File: config.mk
export PLATFORM = sky130hd
export DESIGN_NAME = dmem_access_sequencer_flat
export DESIGN_NICKNAME = d
export VERILOG_FILES = /design/src/rtl/dmem_access_sequencer_if.sv /design/src/rtl/dmem_access_sequencer.sv /design/src/flat_wrapper.sv
export SDC_FILE = /design/constraint.sdc
export NUM_CORES = 1
export LEC_CHECK = 0
export BUFFER_PORTS_ARGS = -buffer_cell sky130_fd_sc_hd__buf_4
export CAP_MARGIN = 20
export CORE_ASPECT_RATIO = 0.5
export CORE_MARGIN = 4
export CORE_UTILIZATION = 42
export DETAILED_ROUTE_END_ITERATION = 8
export PLACE_DENSITY = 0.79
export REMOVE_ABC_BUFFERS = 1
export SYNTH_ARGS = -nofsm -noshare
export SYNTH_HDL_FRONTEND = slang
export SYNTH_SLANG_ARGS = --single-unit
File: constraint.sdc
create_clock -name Clk -period 2.35 [get_ports Clk]
set_clock_uncertainty 0.05 [all_clocks]
set_input_delay 0.1175 -clock Clk [delete_from_list [all_inputs] [get_ports Clk]]
set_output_delay 0.1175 -clock Clk [all_outputs]
set_load 0.05 [all_outputs]
File: src/rtl/dmem_access_sequencer_if.sv
//------------------------------------------------------------------------------
// dmem_access_sequencer_if : request, data-RAM and controller signal bundle
// Rev 1.0
//------------------------------------------------------------------------------
`default_nettype none

interface dmem_access_sequencer_if #(
    parameter int ADDR_W = 10
);
    logic              Req_valid;
    logic              Req_ready;
    logic              Req_write;
    logic [31:0]       Req_addr;
    logic [2:0]        Req_type;
    logic              Ram_en;
    logic              Ram_we;
    logic [ADDR_W-1:0] Ram_addr;
    logic [31:0]       Ram_wdata;
    logic [31:0]       Ram_rdata;
    logic [1:0]        Mc_addr_lo;
    logic [2:0]        Mc_type;
    logic [31:0]       Mc_rdata;
    logic [31:0]       Mc_wdata;
    logic [31:0]       Load_data;
    logic              Done;
    logic              Err;

    modport slave (
        input  Req_valid, Req_write, Req_addr, Req_type, Ram_rdata, Mc_rdata, Mc_wdata,
        output Req_ready, Ram_en, Ram_we, Ram_addr, Ram_wdata, Mc_addr_lo, Mc_type,
               Load_data, Done, Err
    );

    modport master (
        output Req_valid, Req_write, Req_addr, Req_type, Ram_rdata, Mc_rdata, Mc_wdata,
        input  Req_ready, Ram_en, Ram_we, Ram_addr, Ram_wdata, Mc_addr_lo, Mc_type,
               Load_data, Done, Err
    );
endinterface

`default_nettype wire

File: src/rtl/dmem_access_sequencer.sv
//------------------------------------------------------------------------------
// dmem_access_sequencer : load/store sequencer for the data RAM and extract/merge stage
// Rev 1.0
//------------------------------------------------------------------------------
`default_nettype none

module dmem_access_sequencer #(
    parameter int ADDR_W = 10
) (
    input  wire logic              Clk,
    input  wire logic              Rst_n,
    dmem_access_sequencer_if.slave bus
);

    typedef enum logic [2:0] {
        S_IDLE    = 3'd0,
        S_ISSUE   = 3'd1,
        S_WAIT    = 3'd2,
        S_CAPTURE = 3'd3,
        S_WRITE   = 3'd4,
        S_ERR     = 3'd5
    } state_t;

    state_t            r_state;
    logic              r_write;
    logic              r_req_ready;
    logic              r_ram_en;
    logic              r_ram_we;
    logic [ADDR_W-1:0] r_ram_addr;
    logic [31:0]       r_wdata;
    logic [1:0]        r_mc_addr_lo;
    logic [2:0]        r_mc_type;
    logic [31:0]       r_load_data;
    logic              r_done;
    logic              r_err;

    logic [1:0]        w_lane;
    logic              w_reject;
    logic              w_unused_addr_hi;

    assign w_unused_addr_hi = ^bus.Req_addr[31:ADDR_W+2];

    always_comb begin
        w_lane   = bus.Req_addr[1:0];
        w_reject = 1'b0;
        case (bus.Req_type[1:0])
            2'b01: begin
                w_lane   = {1'b0, bus.Req_addr[1]};
                w_reject = bus.Req_addr[0];
            end
            2'b10: begin
                w_lane   = 2'b00;
                w_reject = (bus.Req_addr[1:0] != 2'b00);
            end
            2'b11: begin
                w_lane   = 2'b00;
                w_reject = 1'b1;
            end
            default: ;
        endcase
    end

    always_ff @(posedge Clk or negedge Rst_n) begin
        if (!Rst_n) begin
            r_state      <= S_IDLE;
            r_write      <= 1'b0;
            r_req_ready  <= 1'b1;
            r_ram_en     <= 1'b0;
            r_ram_we     <= 1'b0;
            r_ram_addr   <= '0;
            r_wdata      <= '0;
            r_mc_addr_lo <= 2'b00;
            r_mc_type    <= 3'b000;
            r_load_data  <= '0;
            r_done       <= 1'b0;
            r_err        <= 1'b0;
        end else begin
            case (r_state)
                S_IDLE: begin
                    if (bus.Req_valid) begin
                        r_write      <= bus.Req_write;
                        r_ram_addr   <= bus.Req_addr[ADDR_W+1:2];
                        r_mc_addr_lo <= w_lane;
                        r_mc_type    <= bus.Req_type;
                        r_req_ready  <= 1'b0;
                        if (w_reject) begin
                            r_state <= S_ERR;
                            r_done  <= 1'b1;
                            r_err   <= 1'b1;
                        end else begin
                            r_state  <= S_ISSUE;
                            r_ram_en <= 1'b1;
                            r_ram_we <= 1'b0;
                        end
                    end
                end
                S_ERR: begin
                    r_state     <= S_IDLE;
                    r_done      <= 1'b0;
                    r_err       <= 1'b0;
                    r_req_ready <= 1'b1;
                end
                S_ISSUE: begin
                    r_state  <= S_WAIT;
                    r_ram_en <= 1'b0;
                end
                S_WAIT: begin
                    r_state <= S_CAPTURE;
                    // Loads complete in CAPTURE, so Done must already be set on entry.
                    r_done  <= !r_write;
                end
                S_CAPTURE: begin
                    if (r_write) begin
                        r_state  <= S_WRITE;
                        r_ram_en <= 1'b1;
                        r_ram_we <= 1'b1;
                        r_done   <= 1'b1;
                    end else begin
                        r_state     <= S_IDLE;
                        r_load_data <= bus.Mc_rdata;
                        r_done      <= 1'b0;
                        r_req_ready <= 1'b1;
                    end
                end
                S_WRITE: begin
                    r_state     <= S_IDLE;
                    r_wdata     <= bus.Mc_wdata;
                    r_ram_en    <= 1'b0;
                    r_ram_we    <= 1'b0;
                    r_done      <= 1'b0;
                    r_req_ready <= 1'b1;
                end
                default: begin
                    r_state     <= S_IDLE;
                    r_ram_en    <= 1'b0;
                    r_ram_we    <= 1'b0;
                    r_done      <= 1'b0;
                    r_err       <= 1'b0;
                    r_req_ready <= 1'b1;
                end
            endcase
        end
    end

    // Controller results are only valid within their own cycle, so they bypass the hold registers.
    assign bus.Load_data  = (r_state == S_CAPTURE && !r_write) ? bus.Mc_rdata : r_load_data;
    assign bus.Ram_wdata  = (r_state == S_WRITE) ? bus.Mc_wdata : r_wdata;
    assign bus.Req_ready  = r_req_ready;
    assign bus.Ram_en     = r_ram_en;
    assign bus.Ram_we     = r_ram_we;
    assign bus.Ram_addr   = r_ram_addr;
    assign bus.Mc_addr_lo = r_mc_addr_lo;
    assign bus.Mc_type    = r_mc_type;
    assign bus.Done       = r_done;
    assign bus.Err        = r_err;

endmodule

`default_nettype wire

File: src/flat_wrapper.sv
// flat-port wrapper written by rule: the top's interface ports become plain ports
module dmem_access_sequencer_flat 
#(
    parameter int ADDR_W = 10
)
  (Clk, Rst_n, bus_Req_valid, bus_Req_write, bus_Req_addr, bus_Req_type, bus_Ram_rdata, bus_Mc_rdata, bus_Mc_wdata, bus_Req_ready, bus_Ram_en, bus_Ram_we, bus_Ram_addr, bus_Ram_wdata, bus_Mc_addr_lo, bus_Mc_type, bus_Load_data, bus_Done, bus_Err);
  dmem_access_sequencer_if #(.ADDR_W(ADDR_W)) bus_i ();
  input  wire logic Clk;
  input  wire logic Rst_n;
  input wire logic [$bits(bus_i.Req_valid)-1:0] bus_Req_valid;
  input wire logic [$bits(bus_i.Req_write)-1:0] bus_Req_write;
  input wire logic [$bits(bus_i.Req_addr)-1:0] bus_Req_addr;
  input wire logic [$bits(bus_i.Req_type)-1:0] bus_Req_type;
  input wire logic [$bits(bus_i.Ram_rdata)-1:0] bus_Ram_rdata;
  input wire logic [$bits(bus_i.Mc_rdata)-1:0] bus_Mc_rdata;
  input wire logic [$bits(bus_i.Mc_wdata)-1:0] bus_Mc_wdata;
  output wire logic [$bits(bus_i.Req_ready)-1:0] bus_Req_ready;
  output wire logic [$bits(bus_i.Ram_en)-1:0] bus_Ram_en;
  output wire logic [$bits(bus_i.Ram_we)-1:0] bus_Ram_we;
  output wire logic [$bits(bus_i.Ram_addr)-1:0] bus_Ram_addr;
  output wire logic [$bits(bus_i.Ram_wdata)-1:0] bus_Ram_wdata;
  output wire logic [$bits(bus_i.Mc_addr_lo)-1:0] bus_Mc_addr_lo;
  output wire logic [$bits(bus_i.Mc_type)-1:0] bus_Mc_type;
  output wire logic [$bits(bus_i.Load_data)-1:0] bus_Load_data;
  output wire logic [$bits(bus_i.Done)-1:0] bus_Done;
  output wire logic [$bits(bus_i.Err)-1:0] bus_Err;
  assign bus_i.Req_valid = bus_Req_valid;
  assign bus_i.Req_write = bus_Req_write;
  assign bus_i.Req_addr = bus_Req_addr;
  assign bus_i.Req_type = bus_Req_type;
  assign bus_i.Ram_rdata = bus_Ram_rdata;
  assign bus_i.Mc_rdata = bus_Mc_rdata;
  assign bus_i.Mc_wdata = bus_Mc_wdata;
  assign bus_Req_ready = bus_i.Req_ready;
  assign bus_Ram_en = bus_i.Ram_en;
  assign bus_Ram_we = bus_i.Ram_we;
  assign bus_Ram_addr = bus_i.Ram_addr;
  assign bus_Ram_wdata = bus_i.Ram_wdata;
  assign bus_Mc_addr_lo = bus_i.Mc_addr_lo;
  assign bus_Mc_type = bus_i.Mc_type;
  assign bus_Load_data = bus_i.Load_data;
  assign bus_Done = bus_i.Done;
  assign bus_Err = bus_i.Err;
  dmem_access_sequencer #(.ADDR_W(ADDR_W)) u_core (.Clk(Clk), .Rst_n(Rst_n), .bus(bus_i));
endmodule
==> results.sh <==
export IMPL_fin_nets=607
export IMPL_ir_drop_mv=0.8196
export IMPL_grt_pass1_vias=3212
export IMPL_postCtsSetupBuffers=0
export IMPL_rsz0062_at_grt="false"
export IMPL_vias=2820
export IMPL_grt_pass1_wl_um=16560
export IMPL_mostFrequentLayoutCell="buf_4"
export IMPL_period_share=0.9138
export IMPL_first_iter_violations=141
export IMPL_crit_fanout=32
export IMPL_min_from="bus_Mc_rdata[20]"
export IMPL_die_h_um=72.02
export IMPL_end_kind="output port"
export IMPL_fmax_mhz=465.7
export IMPL_netlist_instances=219
export IMPL_routed_via_density=4.788
export IMPL_drive_gt1_frac=0.5577
export IMPL_post_place_ws_ns=0.5719
export IMPL_avgSynthCellArea_um2=15.72
export IMPL_arrival_ns=1.98
export IMPL_p_per_area_nw_per_um2=1753
export IMPL_ant_nets=0
export IMPL_synthToLayoutAreaGrowth_pct=71.07
export IMPL_rr_startpoint="u_core.r_state[0]"
export IMPL_p_int_mw=5.163
export IMPL_status="finished clean"
export IMPL_multiInputGateArea_um2=1166
export IMPL_p_clk_frac=0.124
export IMPL_antenna_found_initial=0
export IMPL_combPwrFrac=0.624
export IMPL_critPathLaunch="u_core.r_state[0]"
export IMPL_synth_seq_cells=88
export IMPL_portBuffers=166
export IMPL_globalplace_congestion=0.8023
export IMPL_clkLatencyLatePin_ns=0.33
export IMPL_regArea_um2=2203
export IMPL_slew_violations=0
export IMPL_cts_tree="built"
export IMPL_ys_types=29
export IMPL_cts_buffers=9
export IMPL_hold_path_class="in2reg"
export IMPL_fillers=488
export IMPL_antennaDiodeCount=0
export IMPL_p_sw_frac=0.4999
export IMPL_met3_usage=0.05332
export IMPL_layout_cells_non_filler=589
export IMPL_grt_max_degree=56
export IMPL_finalSetupTns_ns=0
export IMPL_slew_headroom=0.5330
export IMPL_clockBufferDepth=2
export IMPL_rows=23
export IMPL_fin_crit_ns=2.147
export IMPL_syn_cell_area_um2=3442
export IMPL_ios=219
export IMPL_seqPwrFrac=0.252
export IMPL_dieArea_um2=9796
export IMPL_required_ns=2.18
export IMPL_start_util=0.4302
export IMPL_wl_per_cell_um=18.12
export IMPL_grt_busiest_layer="met2"
export IMPL_grt_overflow=0
export IMPL_synth_seq_area_share=0.6401
export IMPL_critical_path_class="reg2out"
export IMPL_finalSetupViolCount=0
export IMPL_yosys_warnings=0
export IMPL_drt_pass1_iterations=4
export IMPL_drc=0
export IMPL_use_met2=0.4219
export IMPL_p_leak_nw=2.754
export IMPL_finalHoldViolations=0
export IMPL_routed_wl_um=10670
export IMPL_finalPower_mw=10.32
export IMPL_clkTransAtPathRegs_ns=0.06
export IMPL_root_buffer="clkbuf_16"
export IMPL_worst_slew_pin_slew_ns=0.7005
export IMPL_dp_hpwl_um=6380
export IMPL_htreeDepth=3
export IMPL_grt_util_met1=0.2230
export IMPL_die_w_um=136.0
export IMPL_dp_cells=496
export IMPL_finalWorstSetupSlack_ns=0.2026
export IMPL_critPathLaunchType="flop"
export IMPL_core_area_um2=8000
export IMPL_final_cell_mix="buf_4 (173), dfrtp_1 (87), dlygate4sd3_1 (77)"
export IMPL_fin_util=0.7360
export IMPL_power_switching_mw=5.161
export IMPL_grt_total_usage=0.2209
export IMPL_cts_sinks=88
export IMPL_maxCapViolCount=0
## cell usage after synthesis
| cell type | number | share of area |
|---|---|---|
| o21ai_0 | 6 | 0.0087 |
| inv_1 | 2 | 0.0022 |
| nor4b_4 | 1 | 0.0069 |
| mux2i_1 | 2 | 0.0058 |
| nand4_1 | 1 | 0.0018 |
| mux2_2 | 76 | 0.25 |
| o221ai_1 | 1 | 0.0025 |
| nand3_1 | 3 | 0.0044 |
| xnor2_1 | 2 | 0.0051 |
| or3_1 | 1 | 0.0018 |
| mux2_1 | 3 | 0.0098 |
| nor3b_1 | 1 | 0.0022 |
| dfrtp_1 | 87 | 0.63 |
| nand2_1 | 1 | 0.0011 |
| nor3_1 | 1 | 0.0015 |
| nor3_2 | 1 | 0.0029 |
| o211ai_1 | 1 | 0.0022 |
| buf_6 | 1 | 0.0033 |
| nor2_1 | 6 | 0.0065 |
| nand2b_1 | 2 | 0.0036 |
| a21oi_1 | 4 | 0.0058 |
| buf_2 | 3 | 0.0044 |
| a21bo_2 | 1 | 0.0029 |
| nor2b_1 | 2 | 0.0036 |
| dfstp_2 | 1 | 0.0076 |
| nor3_4 | 1 | 0.0047 |
| a21boi_0 | 1 | 0.0022 |
| buf_4 | 6 | 0.013 |
| a21o_1 | 1 | 0.0022 |
## cell families after synthesis
logic type | Yosys count | share of synthesized area
AND/OR/NAND/NOR | 21 | 0.04107
flip-flops | 88 | 0.6401
AO/OA/AOI/OAI | 15 | 0.02654
multiplexers | 81 | 0.2643
buffers and inverters | 12 | 0.02290
XOR/XNOR | 2 | 0.005090
## worst max-delay path, stage by stage, from the launching register on
cell	delay, ns
dfrtp_1	0.40
buf_4	0.20
nor3_4	0.23
buf_12	0.22
mux2_2	0.39
buf_4	0.20
## power groups by stage
stage,clock [mW],sequential (mW),combinational (mW)
detailed placement,0,2.59,6.27
CTS,1.30,2.56,6.38
finish,1.28,2.60,6.44
global placement,0,2.53,6.16
floorplan,0,3.17,3.77
global route,1.38,2.67,6.68
## cell type report
cell class | instances | share of cell area
Sequential cell | 88 | 0.3742
Inverter | 2 | 0.001275
Tap cell | 112 | 0.02380
Multi-Input combinational cell | 119 | 0.1980
Timing Repair Buffer | 252 | 0.3583
Clock buffer | 16 | 0.04441
## flip-flops by register name, indices dropped and copies added, names as in the netlist
register	count
u_core.bus.Ram_en	1
u_core.bus.Done	1
u_core.bus.Req_ready	1
u_core.bus.Mc_addr_lo	2
u_core.bus.Ram_addr	10
u_core.r_write	1
u_core.r_state	3
u_core.r_wdata	32
u_core.bus.Err	1
u_core.bus.Ram_we	1
u_core.bus.Mc_type	3
u_core.r_load_data	32
## routing by layer
| metal | wire length (um) | vias up |
|---|---|---|
| met2 | 6060 | 111 |
| met1 | 3620 | 1391 |
| met3 | 481 | 38 |
| met5 | 0 | - |
| li1 | - | 1280 |
| met4 | 511 | 0 |
## final timing paths
| path | endpoint | slack [ns] | cells past startpoint |
|---|---|---|---|
| worst max-delay path | bus_Ram_wdata[0] | 0.20 | 5 |
| worst min-delay path | u_core.r_load_data[20] | 0.02 | 2 |
| worst max register to register | u_core.bus.Ram_addr[6] | 0.63 | 4 |
| worst min register to register | u_core.r_state[0] | 0.43 | 1 |
| max in group asynchronous | u_core.r_wdata[14] | 1.25 | 3 |
| min in group asynchronous | u_core.r_load_data[26] | 0.32 | 2 |
## stage by stage
stage | area, um^2 | hold WS (ns)
2_1_floorplan | 3371 | -0.2281
3_3_place_gp | 4856 | 0.1352
3_5_place_dp | 4856 | 0.1515
4_1_cts | 5868 | 0.002111
5_1_grt | 5888 | 0.01099
6_report | 5888 | 0.01702
## timing repair
action / in CTS / in global routing
gates resized for setup: 0 / 0
endpoints found under the hold margin: 125 / 2
hold buffers: 75 / 2
Power figures use the tool's default switching activity.
